==> src/rtl/bus_arbiter_mp_if.sv <==
// Requestor and shared-memory-bus signals of bus_arbiter_mp, named from the arbiter's side.
// master = arbiter; slave = the requestors plus the memory that drive it.
interface bus_arbiter_mp_if #(
  parameter int NUM_PORTS = 2,
  parameter int AW        = 16,
  parameter int DW        = 128
);
  logic [NUM_PORTS-1:0]    req_valid_i;
  logic [NUM_PORTS-1:0]    req_urgent_i;
  logic [NUM_PORTS-1:0]    req_we_i;
  logic [NUM_PORTS*AW-1:0] req_addr_i;
  logic [NUM_PORTS*DW-1:0] req_data_i;
  logic [NUM_PORTS-1:0]    resp_valid_o;
  logic [DW-1:0]           resp_data_o;
  logic [NUM_PORTS-1:0]    grant_o;
  logic [AW-1:0]           bus_addr_o;
  logic [DW-1:0]           bus_data_o;
  logic                    bus_we_o;
  logic                    bus_valid_o;
  logic [DW-1:0]           bus_data_i;
  logic                    bus_valid_i;
  logic                    timeout_o;

  modport master (
    input  req_valid_i, req_urgent_i, req_we_i, req_addr_i, req_data_i, bus_data_i, bus_valid_i,
    output resp_valid_o, resp_data_o, grant_o, bus_addr_o, bus_data_o, bus_we_o, bus_valid_o,
           timeout_o
  );

  modport slave (
    output req_valid_i, req_urgent_i, req_we_i, req_addr_i, req_data_i, bus_data_i, bus_valid_i,
    input  resp_valid_o, resp_data_o, grant_o, bus_addr_o, bus_data_o, bus_we_o, bus_valid_o,
           timeout_o
  );
endinterface

==> src/rtl/bus_arbiter_mp.sv <==
// N-port arbiter for the shared memory bus: round-robin or fixed priority, urgent override,
// registered response data. Define BUS_ARB_TIMEOUT_EN to add the BUSY watchdog (timeout_o).
module bus_arbiter_mp #(
  parameter int NUM_PORTS            = 2,
  parameter int BUS_ADDRESS_WIDTH    = 20,
  parameter int BUS_DATA_WIDTH_SHIFT = 4,
  parameter int ARB_MODE             = 0,
  parameter int TIMEOUT_CYCLES       = 255
) (
  input logic              clk_i,
  input logic              rst_i,
  bus_arbiter_mp_if.master bus
);
  localparam int BUS_DATA_WIDTH = 8 << BUS_DATA_WIDTH_SHIFT;
  localparam int AW             = BUS_ADDRESS_WIDTH - BUS_DATA_WIDTH_SHIFT;
  localparam int IW             = (NUM_PORTS > 1) ? $clog2(NUM_PORTS) : 1;

  typedef enum logic [1:0] {S_IDLE, S_BUSY, S_DONE} state_t;

  state_t                    state_q, state_d;
  logic [NUM_PORTS-1:0]      grant_q, grant_d;
  logic [NUM_PORTS-1:0]      resp_valid_q, resp_valid_d;
  logic [AW-1:0]             addr_q, addr_d;
  logic [BUS_DATA_WIDTH-1:0] wdata_q, wdata_d;
  logic [BUS_DATA_WIDTH-1:0] rdata_q, rdata_d;
  logic                      we_q, we_d;
  logic                      valid_q, valid_d;
  logic [IW-1:0]             last_q, last_d;
  logic [IW-1:0]             owner_q, owner_d;

  logic [NUM_PORTS-1:0]      urgent, cand;
  logic [IW-1:0]             win, idx;
  logic                      found;

`ifdef BUS_ARB_TIMEOUT_EN
  localparam int CW = $clog2(TIMEOUT_CYCLES + 1);
  logic [CW-1:0] cnt_q, cnt_d;
  logic          timeout_q, timeout_d;
`endif

  // Urgent requestors, when present, are the only candidates.
  always_comb begin
    urgent = bus.req_valid_i & bus.req_urgent_i;
    cand   = (|urgent) ? urgent : bus.req_valid_i;
    win    = '0;
    idx    = '0;
    found  = 1'b0;
    if (ARB_MODE == 1) begin
      for (int i = NUM_PORTS - 1; i >= 0; i--) begin
        if (cand[i]) win = IW'(i);
      end
    end else begin
      for (int k = 1; k <= NUM_PORTS; k++) begin
        idx = IW'((int'(last_q) + k) % NUM_PORTS);
        if (!found && cand[idx]) begin
          win   = idx;
          found = 1'b1;
        end
      end
    end
  end

  always_comb begin
    state_d      = state_q;
    grant_d      = grant_q;
    resp_valid_d = '0;
    addr_d       = addr_q;
    wdata_d      = wdata_q;
    rdata_d      = rdata_q;
    we_d         = we_q;
    valid_d      = valid_q;
    last_d       = last_q;
    owner_d      = owner_q;
`ifdef BUS_ARB_TIMEOUT_EN
    cnt_d        = cnt_q;
    timeout_d    = 1'b0;
`endif
    case (state_q)
      S_IDLE: begin
        if (|bus.req_valid_i) begin
          grant_d      = '0;
          grant_d[win] = 1'b1;
          addr_d       = bus.req_addr_i[win*AW +: AW];
          wdata_d      = bus.req_data_i[win*BUS_DATA_WIDTH +: BUS_DATA_WIDTH];
          we_d         = bus.req_we_i[win];
          valid_d      = 1'b1;
          owner_d      = win;
          if (ARB_MODE == 0) last_d = win;
`ifdef BUS_ARB_TIMEOUT_EN
          cnt_d        = '0;
`endif
          state_d      = S_BUSY;
        end
      end
      S_BUSY: begin
        // Memory completion beats a watchdog expiry in the same cycle.
        if (bus.bus_valid_i) begin
          valid_d               = 1'b0;
          grant_d               = '0;
          resp_valid_d[owner_q] = 1'b1;
          if (!we_q) rdata_d    = bus.bus_data_i;
          state_d               = S_DONE;
        end
`ifdef BUS_ARB_TIMEOUT_EN
        else if (cnt_q == CW'(TIMEOUT_CYCLES - 1)) begin
          valid_d               = 1'b0;
          grant_d               = '0;
          resp_valid_d[owner_q] = 1'b1;
          timeout_d             = 1'b1;
          state_d               = S_DONE;
        end else begin
          cnt_d = cnt_q + CW'(1);
        end
`endif
      end
      S_DONE:  state_d = S_IDLE;
      default: state_d = S_IDLE;
    endcase
  end

  always_ff @(posedge clk_i or negedge rst_i) begin
    if (!rst_i) begin
      state_q      <= S_IDLE;
      grant_q      <= '0;
      resp_valid_q <= '0;
      addr_q       <= '0;
      wdata_q      <= '0;
      rdata_q      <= '0;
      we_q         <= 1'b0;
      valid_q      <= 1'b0;
      last_q       <= IW'(NUM_PORTS - 1);
      owner_q      <= '0;
    end else begin
      state_q      <= state_d;
      grant_q      <= grant_d;
      resp_valid_q <= resp_valid_d;
      addr_q       <= addr_d;
      wdata_q      <= wdata_d;
      rdata_q      <= rdata_d;
      we_q         <= we_d;
      valid_q      <= valid_d;
      last_q       <= last_d;
      owner_q      <= owner_d;
    end
  end

`ifdef BUS_ARB_TIMEOUT_EN
  always_ff @(posedge clk_i or negedge rst_i) begin
    if (!rst_i) begin
      cnt_q     <= '0;
      timeout_q <= 1'b0;
    end else begin
      cnt_q     <= cnt_d;
      timeout_q <= timeout_d;
    end
  end

  assign bus.timeout_o = timeout_q;
`else
  assign bus.timeout_o = 1'b0;
`endif

  assign bus.grant_o      = grant_q;
  assign bus.resp_valid_o = resp_valid_q;
  assign bus.resp_data_o  = rdata_q;
  assign bus.bus_addr_o   = addr_q;
  assign bus.bus_data_o   = wdata_q;
  assign bus.bus_we_o     = we_q;
  assign bus.bus_valid_o  = valid_q;
endmodule

==> src/flat_wrapper.sv <==
// flat-port wrapper written by rule: the top's interface ports become plain ports
module bus_arbiter_mp_flat 
#(
  parameter int NUM_PORTS            = 2,
  parameter int BUS_ADDRESS_WIDTH    = 20,
  parameter int BUS_DATA_WIDTH_SHIFT = 4,
  parameter int ARB_MODE             = 0,
  parameter int TIMEOUT_CYCLES       = 255
)
  (clk_i, rst_i, bus_req_valid_i, bus_req_urgent_i, bus_req_we_i, bus_req_addr_i, bus_req_data_i, bus_bus_data_i, bus_bus_valid_i, bus_resp_valid_o, bus_resp_data_o, bus_grant_o, bus_bus_addr_o, bus_bus_data_o, bus_bus_we_o, bus_bus_valid_o, bus_timeout_o);
  bus_arbiter_mp_if #(.NUM_PORTS(NUM_PORTS), .AW((16)), .DW((128))) bus_i ();
  input logic clk_i;
  input logic rst_i;
  input wire logic [$bits(bus_i.req_valid_i)-1:0] bus_req_valid_i;
  input wire logic [$bits(bus_i.req_urgent_i)-1:0] bus_req_urgent_i;
  input wire logic [$bits(bus_i.req_we_i)-1:0] bus_req_we_i;
  input wire logic [$bits(bus_i.req_addr_i)-1:0] bus_req_addr_i;
  input wire logic [$bits(bus_i.req_data_i)-1:0] bus_req_data_i;
  input wire logic [$bits(bus_i.bus_data_i)-1:0] bus_bus_data_i;
  input wire logic [$bits(bus_i.bus_valid_i)-1:0] bus_bus_valid_i;
  output wire logic [$bits(bus_i.resp_valid_o)-1:0] bus_resp_valid_o;
  output wire logic [$bits(bus_i.resp_data_o)-1:0] bus_resp_data_o;
  output wire logic [$bits(bus_i.grant_o)-1:0] bus_grant_o;
  output wire logic [$bits(bus_i.bus_addr_o)-1:0] bus_bus_addr_o;
  output wire logic [$bits(bus_i.bus_data_o)-1:0] bus_bus_data_o;
  output wire logic [$bits(bus_i.bus_we_o)-1:0] bus_bus_we_o;
  output wire logic [$bits(bus_i.bus_valid_o)-1:0] bus_bus_valid_o;
  output wire logic [$bits(bus_i.timeout_o)-1:0] bus_timeout_o;
  assign bus_i.req_valid_i = bus_req_valid_i;
  assign bus_i.req_urgent_i = bus_req_urgent_i;
  assign bus_i.req_we_i = bus_req_we_i;
  assign bus_i.req_addr_i = bus_req_addr_i;
  assign bus_i.req_data_i = bus_req_data_i;
  assign bus_i.bus_data_i = bus_bus_data_i;
  assign bus_i.bus_valid_i = bus_bus_valid_i;
  assign bus_resp_valid_o = bus_i.resp_valid_o;
  assign bus_resp_data_o = bus_i.resp_data_o;
  assign bus_grant_o = bus_i.grant_o;
  assign bus_bus_addr_o = bus_i.bus_addr_o;
  assign bus_bus_data_o = bus_i.bus_data_o;
  assign bus_bus_we_o = bus_i.bus_we_o;
  assign bus_bus_valid_o = bus_i.bus_valid_o;
  assign bus_timeout_o = bus_i.timeout_o;
  bus_arbiter_mp #(.NUM_PORTS(NUM_PORTS), .BUS_ADDRESS_WIDTH(BUS_ADDRESS_WIDTH), .BUS_DATA_WIDTH_SHIFT(BUS_DATA_WIDTH_SHIFT), .ARB_MODE(ARB_MODE), .TIMEOUT_CYCLES(TIMEOUT_CYCLES)) u_core (.clk_i(clk_i), .rst_i(rst_i), .bus(bus_i));
endmodule
==> config.mk <==
export PLATFORM = sky130hd
export DESIGN_NAME = bus_arbiter_mp_flat
export DESIGN_NICKNAME = d
export VERILOG_FILES = /design/src/rtl/bus_arbiter_mp_if.sv /design/src/rtl/bus_arbiter_mp.sv /design/src/flat_wrapper.sv
export SDC_FILE = /design/constraint.sdc
export NUM_CORES = 1
export LEC_CHECK = 0
export CAP_MARGIN = 0
export CORE_AREA = 2 2 272 274
export CTS_CLUSTER_SIZE = 16
export DETAILED_ROUTE_END_ITERATION = 7
export DIE_AREA = 0 0 274 276
export HOLD_SLACK_MARGIN = 0.06
export PLACE_DENSITY_LB_ADDON = 0.3
export SYNTH_ARGS = -nofsm -noshare
export SYNTH_HDL_FRONTEND = slang
export SYNTH_SLANG_ARGS = --single-unit
==> constraint.sdc <==
create_clock -name clk_i -period 1.6 [get_ports clk_i]
set_input_delay 0.32 -clock clk_i [delete_from_list [all_inputs] [get_ports clk_i]]
set_output_delay 0.32 -clock clk_i [all_outputs]
set_load 0.05 [all_outputs]
* Word level (Yosys, flattened, before mapping)
Index checks and enable logic that the tools add are counted.
Word-level totals: register bits 282, input bits 425
Cells by class: $add $sub $neg 2, order comparisons 6, equal/unequal tests 3, shift-type cells 2, mux-type cells 25, bitwise operators 2, reductions and logical operators 12
Operators with widths (count):
- 256-bit by 9-bit indexed part select with 128-bit output | 1
- 32-bit by 6-bit indexed part select with 16-bit output | 1
- 2-bit 2-to-1 mux | 7
- 1-bit 2-to-1 mux | 13
- 1-bit by 2-bit less-than comparator with 1-bit output (second input constant) | 4
- 2-bit one-hot mux with 2 select lines | 2
- 3-bit AND reduction | 2
- 2-bit AND reduction | 2
- 2-bit OR reduction | 2
- 1-bit logical AND | 3
- 1-bit adder (second input constant) | 2
- 2-bit bitwise AND | 1
- 1-bit demux with 1-bit select | 2
- 2-bit by 1-bit equality test with 1-bit output (second input constant) | 1
- 1-bit greater-or-equal comparator (second input constant) | 2
- 2-bit zero test | 1
- 2-bit by 1-bit != test with 1-bit output (second input constant) | 1
- 2-bit != test (second input constant) | 1
- 1-bit one-hot mux with 2 select lines | 1
- 2-bit nonzero test | 1
- 1-bit zero test | 1
- 1-bit NOT | 1

* Logic depth before layout (Yosys ltp)
depth in word-level cells 15, depth in mapped cells 7

* Worst setup path before layout
OpenSTA, ideal clock, no wires.
path kind reg-to-reg, from register u_core.last_q, to register u_core.wdata_q[100], in the netlist u_core.bus.bus_data_o[100], arrival time 1461 ps, setup slack 15 ps, cell stages (with the launch flop) 7, cell sequence dfstp_2 > nor2b_4 > o21ai_2 > buf_2 > clkbuf_1 > nor2b_1 > a211o_1
On the way: cells in the longest elaborated chain, start to end 8, elaborated cells on any way between the ends 12, classes of those cells add/sub (2); shift (1); mux (7); reduce/logical (2)
Ends and longest elaborated chain:
- start, declared | RTL line bus_arbiter_mp.sv:28 | logic [IW-1:0] last_q, last_d;
- start signal, assigned | RTL line bus_arbiter_mp.sv:131 | last_q <= IW'(NUM_PORTS - 1);
- start signal, assigned | RTL line bus_arbiter_mp.sv:142 | last_q <= last_d;
- 1-bit adder | RTL line bus_arbiter_mp.sv:54 | idx = IW'((int'(last_q) + k) % NUM_PORTS);
- 1-bit 2-to-1 mux (not written as such) (2 in series) | RTL line bus_arbiter_mp.sv:55 | if (!found && cand[idx]) begin
- 1-bit 2-to-1 mux | RTL line bus_arbiter_mp.sv:55
- 1-bit zero test | RTL line bus_arbiter_mp.sv:55
- 1-bit logical AND | RTL line bus_arbiter_mp.sv:55
- 1-bit 2-to-1 mux * | RTL line bus_arbiter_mp.sv:55
- 256-bit by 9-bit indexed part select with 128-bit output * | RTL line bus_arbiter_mp.sv:84 | wdata_d = bus.req_data_i[win*BUS_DATA_WIDTH +: BUS_DATA_WIDTH];
- end signal, assigned | RTL line bus_arbiter_mp.sv:138 | wdata_q <= wdata_d;
- end, declared | RTL line bus_arbiter_mp.sv:24 | logic [BUS_DATA_WIDTH-1:0] wdata_q, wdata_d;
Mark *: on every way between the ends. The rest lies on a longest branch, timed or not. The select of a mux whose other input is x is not followed. A chain may end at the register's enable or synchronous reset.

* Worst setup path after layout
from register u_core.state_q[1], to register u_core.wdata_q[22], in the netlist u_core.bus.bus_data_o[22]
On the way: cells in the longest elaborated chain, start to end 2
Ends and longest elaborated chain:
- start, declared | RTL line bus_arbiter_mp.sv:20 | state_t state_q, state_d;
- start signal, assigned | RTL line bus_arbiter_mp.sv:134 | state_q <= state_d;
- 2-bit zero test | RTL line bus_arbiter_mp.sv:78 | case (state_q)
- 2-bit AND reduction (no line)
Every way passes these cells.

==> summary.md <==
The run finished, with violations left. The final reports fail on negative setup slack. At the worst endpoint, the required time is 2.07 ns. During synthesis, Yosys emitted a total of 0 warnings. The CTS H-tree depth was 2; the combined area of all synthesized cells was 0.01356 mm^2.

Summed over all failing endpoints, the final setup total negative slack is -31.38 ns. The initial antenna violation count was 7. The run gives 0.07562 mm^2 as the floorplan die area.

The slowest cell on the critical path was sky130_fd_sc_hd__dfrtp_1. Leakage component of the power: 11.00 nW. The share of total power dissipated in sequential elements is 24.3%. For the violation count after the first detailed-routing iteration, the log shows 550. On the critical path the largest part of the delay comes from buffers and inverters. The count of endpoints failing setup in the final report came out at 272. In the synthesized netlist the async set-or-reset flop fraction comes to 100.0%.

The tree built by TritonCTS fans out to 282 sinks. The core region is 0.07259 mm^2. Together, buffers and inverters on the worst path number 4.

Counting the fill cells in the layout gives 7,300. The first TritonRoute pass finished after 5 iterations. Across all register-to-register paths, the minimum setup slack is -0.18 ns.

The multi-input combinational cells in the finished layout cover a total of 0.006198 mm^2. Measured along the y axis, the die boundary spans 276 um. For this run, the total global-route usage over all layers was measured as 15.53%. Counting buffers and inverters, the worst setup path is 8 cells deep.

Summed over all nets, the half-perimeter wirelength after detailed placement is 45,900 um. Summing the sequential cell areas from Yosys gives 52.05% of the chip area. After detailed routing, the number of remaining DRC violations is 0.

The number of slew-limit violations in the final report was 0; the hold path depth was 3. For the worst setup path, the data arrival time is 2.25 ns. At the pin with the least slew margin, the transition time is 0.5821 ns. Internal power comes to 28.66 mW. In this run switching power makes up 47.47% of total power. The number of synthesized flops with an enable pin is 0, and the largest fanout of any net on the critical path is 8. The worst setup path is launched from a flop. The delay contributed by the slowest stage of the critical path came out at 0.41 ns. After the last flow step, the layout net total stands at 2,474. The logs give 60.9% for the portion of total power attributed to combinational logic and 18.68% for the initial core utilization. Summed over all layers, the routed wires come to 66,230 um. Port buffering added 702 buffers. On the final layout, the worst clock skew is 0.01019 ns. Entering global routing, the biggest net connects 76 pins. In the final routed layout, each cell accounts on average for 21.84 um. The area growth from synthesis to layout is 83.24%.

Synthesized area per cell: 10.62 um^2. The commonest register cell after synthesis was sky130_fd_sc_hd__dfrtp_1. Setup repair after global routing could not meet its margin everywhere. Dividing total power by cell area gives a power density of 2196 mW/mm^2.

VDD sags by at most 0.001307 V. The worst setup path is captured at a flop. The number of storage elements in the synthesis netlist came out at 282. The ratio of final minimum period to clock period was 111.1%. In this run the horizontal extent of the chip is 274 um.

Cells with a size suffix above 1 make up 28.13% of the layout. The logs give 13.45k for the total number of vias and 0.5624 GHz for the upper clock frequency limit. After layout, the design draws a total of 54.57 mW. Synthesis produced a netlist whose cell count is 1,277. For the clock insertion delay at the later pin of the skew report, the log shows 0.53 ns.

The signal on the critical path passes through buf_6 > nor3b_4 > buf_6 > buf_12 > buf_12 > nand2_2 > o21ai_2 > a211o_1. Max-cap violations in this run came to 0. The worst register-to-register path has a depth of 8. The clock passes through at most 3 buffers. The logs give -0.1781 ns for the worst setup margin and 0 for the count of final hold-check violations. 704 I/O pins were placed. Buffers inserted during clock tree synthesis total 37. The floorplan has 99 rows. The via density per instance came out at 4.436. Startpoint-to-endpoint class of the critical path: reg2reg.

Net count of the mapped netlist: 1,702. TritonCTS built the clock tree. The analysis attributes to net switching a power of 25.91 mW.

The number of nets with antenna violations after routing was 0. In this run the worst hold path is classified as in2reg. Headroom to the max-slew limit came out at 61.19%.

The clock slew at the register clock pins of the worst setup and hold paths came out at 0.06 ns. Clock root buffer master: sky130_fd_sc_hd__clkbuf_16. The congestion estimate from routability-driven global placement came to 0.8273. The synthesized netlist contains 36 unique library cells.

The part of the total power dissipated in the clock network was 14.7%; the number of global-route vias before repair was 13.85k. For the wire length of the first global-routing pass, the log shows 89,360 um. Registers take 0.007058 mm^2. The time the worst path needs with I/O delays and setup is 1.778 ns, and the aggregate global routing overflow is 0.
-- worst paths after layout --
check                                         from                    endpoint
worst max register to register   u_core.state_q[1]   u_core.bus.bus_data_o[22]
min in group asynchronous                    rst_i    u_core.bus.bus_addr_o[2]
max in group asynchronous                    rst_i  u_core.bus.bus_data_o[118]
worst max-delay path             u_core.state_q[1]   u_core.bus.bus_data_o[22]
worst min-delay path            bus_req_valid_i[0]       u_core.bus.grant_o[0]
worst min register to register      u_core.owner_q  u_core.bus.resp_valid_o[0]
-- area by class of cell --
type                    count  area share [%]
repair buffers            843           37.15
flip-flops and latches    282           28.41
multi-input cells         882           24.95
well taps                 959           4.829
clock buffers              53           4.295
clock inverters             6          0.2820
diodes                      5         0.05035
inverters                   3         0.04532
-- routing by layer --
metal / wire, um / up-vias / track usage, %
met4: 3003 / 2 / 6.996
met5: 13 / - / 0
met2: 33070 / 601 / 27.97
met3: 5915 / 98 / 5.480
met1: 24220 / 6638 / 16.03
li1: - / 6114 / -
-- cell usage after synthesis, types with 2 or more instances --
library cell	n	share of area, %
sky130_fd_sc_hd__mux2_2	8	0.66
sky130_fd_sc_hd__nand2_1	154	4.3
sky130_fd_sc_hd__buf_6	19	1.6
sky130_fd_sc_hd__buf_2	21	0.78
sky130_fd_sc_hd__a211o_1	145	9.4
sky130_fd_sc_hd__dfrtp_1	281	52
sky130_fd_sc_hd__nor2_1	10	0.28
sky130_fd_sc_hd__buf_4	26	1.4
sky130_fd_sc_hd__buf_1	9	0.25
sky130_fd_sc_hd__clkbuf_1	35	0.97
sky130_fd_sc_hd__inv_2	2	0.055
sky130_fd_sc_hd__mux2_1	120	10
sky130_fd_sc_hd__o21ai_1	249	9.2
sky130_fd_sc_hd__nor2b_1	136	6.3
sky130_fd_sc_hd__and3_1	9	0.42
sky130_fd_sc_hd__o21ai_0	33	1.2
-- flip-flops by register name (all words and copies together) (netlist names) --
signal and count:
u_core.bus.grant_o 2, u_core.bus.resp_valid_o 2, u_core.owner_q 1, u_core.state_q 2
u_core.bus.resp_data_o 128, u_core.bus.bus_valid_o 1, u_core.bus.bus_addr_o 16, u_core.bus.bus_data_o 128
u_core.bus.bus_we_o 1, u_core.last_q 1
-- worst min-delay path: stages --
cell and delay, ns:
sky130_fd_sc_hd__buf_4 0.17, sky130_fd_sc_hd__o211ai_2 0.11, sky130_fd_sc_hd__o22ai_1 0.08
-- placed cells by master (no fill, tap or decap), types with 6 or more instances in the layout --
cell type / netlist / final
sky130_fd_sc_hd__mux2_2: 8 / 8
sky130_fd_sc_hd__nand2_4: 0 / 6
sky130_fd_sc_hd__buf_12: 0 / 108
sky130_fd_sc_hd__o21ai_2: 1 / 26
sky130_fd_sc_hd__clkbuf_8: 0 / 6
sky130_fd_sc_hd__o21ai_0: 33 / 21
sky130_fd_sc_hd__nor2_1: 10 / 6
sky130_fd_sc_hd__buf_8: 0 / 6
sky130_fd_sc_hd__nor2b_1: 136 / 128
sky130_fd_sc_hd__mux2_1: 120 / 104
sky130_fd_sc_hd__clkdlybuf4s50_1: 0 / 421
sky130_fd_sc_hd__clkbuf_1: 35 / 9
sky130_fd_sc_hd__nand2_2: 0 / 28
sky130_fd_sc_hd__clkbuf_16: 0 / 54
sky130_fd_sc_hd__dfrtp_1: 281 / 281
sky130_fd_sc_hd__buf_6: 19 / 17
sky130_fd_sc_hd__nand2_1: 154 / 120
sky130_fd_sc_hd__mux2_4: 0 / 16
sky130_fd_sc_hd__buf_4: 26 / 268
sky130_fd_sc_hd__a211o_1: 145 / 145
sky130_fd_sc_hd__o21ai_1: 249 / 235
-- cells by family after synthesis --
logic type	synth area share (%)
compound gates	20.21
buf+inv	5.093
flops	52.05
mux	10.63
other cells	0.02765
simple gates	11.99
-- metrics by stage --
| step | setup WS (ns) | utilization, % | std cells | hold WS [ns] | cell area (um^2) |
|---|---|---|---|---|---|
| 3_5_place_dp | -0.6299 | 30.95 | 2923 | 0.3186 | 22470 |
| 5_1_grt | -0.2334 | 34.21 | 3028 | 0.1799 | 24840 |
| 4_1_cts | -0.1444 | 32.68 | 2986 | 0.1443 | 23720 |
| 6_report | -0.1781 | 34.23 | 3033 | 0.1908 | 24850 |
| 3_3_place_gp | -0.6482 | 30.95 | 2923 | 0.3226 | 22470 |
| 2_1_floorplan | 0.01479 | - | 1277 | 0.02441 | 13560 |
-- power by group through the flow --
stage                     clock network (mW)  registers (mW)  logic, mW
after floorplan                            0            24.8       6.50
after global placement                     0            13.2       31.3
after detailed placement                   0            13.3       31.6
after CTS                               8.32            13.3       31.8
after global routing                    8.61            13.7       34.6
final                                   8.05            13.3       33.2
-- timing repair --
| action | 4_1_cts | 5_1_grt |
|---|---|---|
| setup endpoints to repair | 274 | 274 |
| endpoints found under the hold margin | 26 | 0 |
| resized for setup | 21 | 129 |
| setup buffers | 2 | 19 |
| gates cloned | 1 | 23 |
| pin swaps | 1 | 39 |
| hold buffers | 1 | 0 |
(Power assumes the default switching activity.)
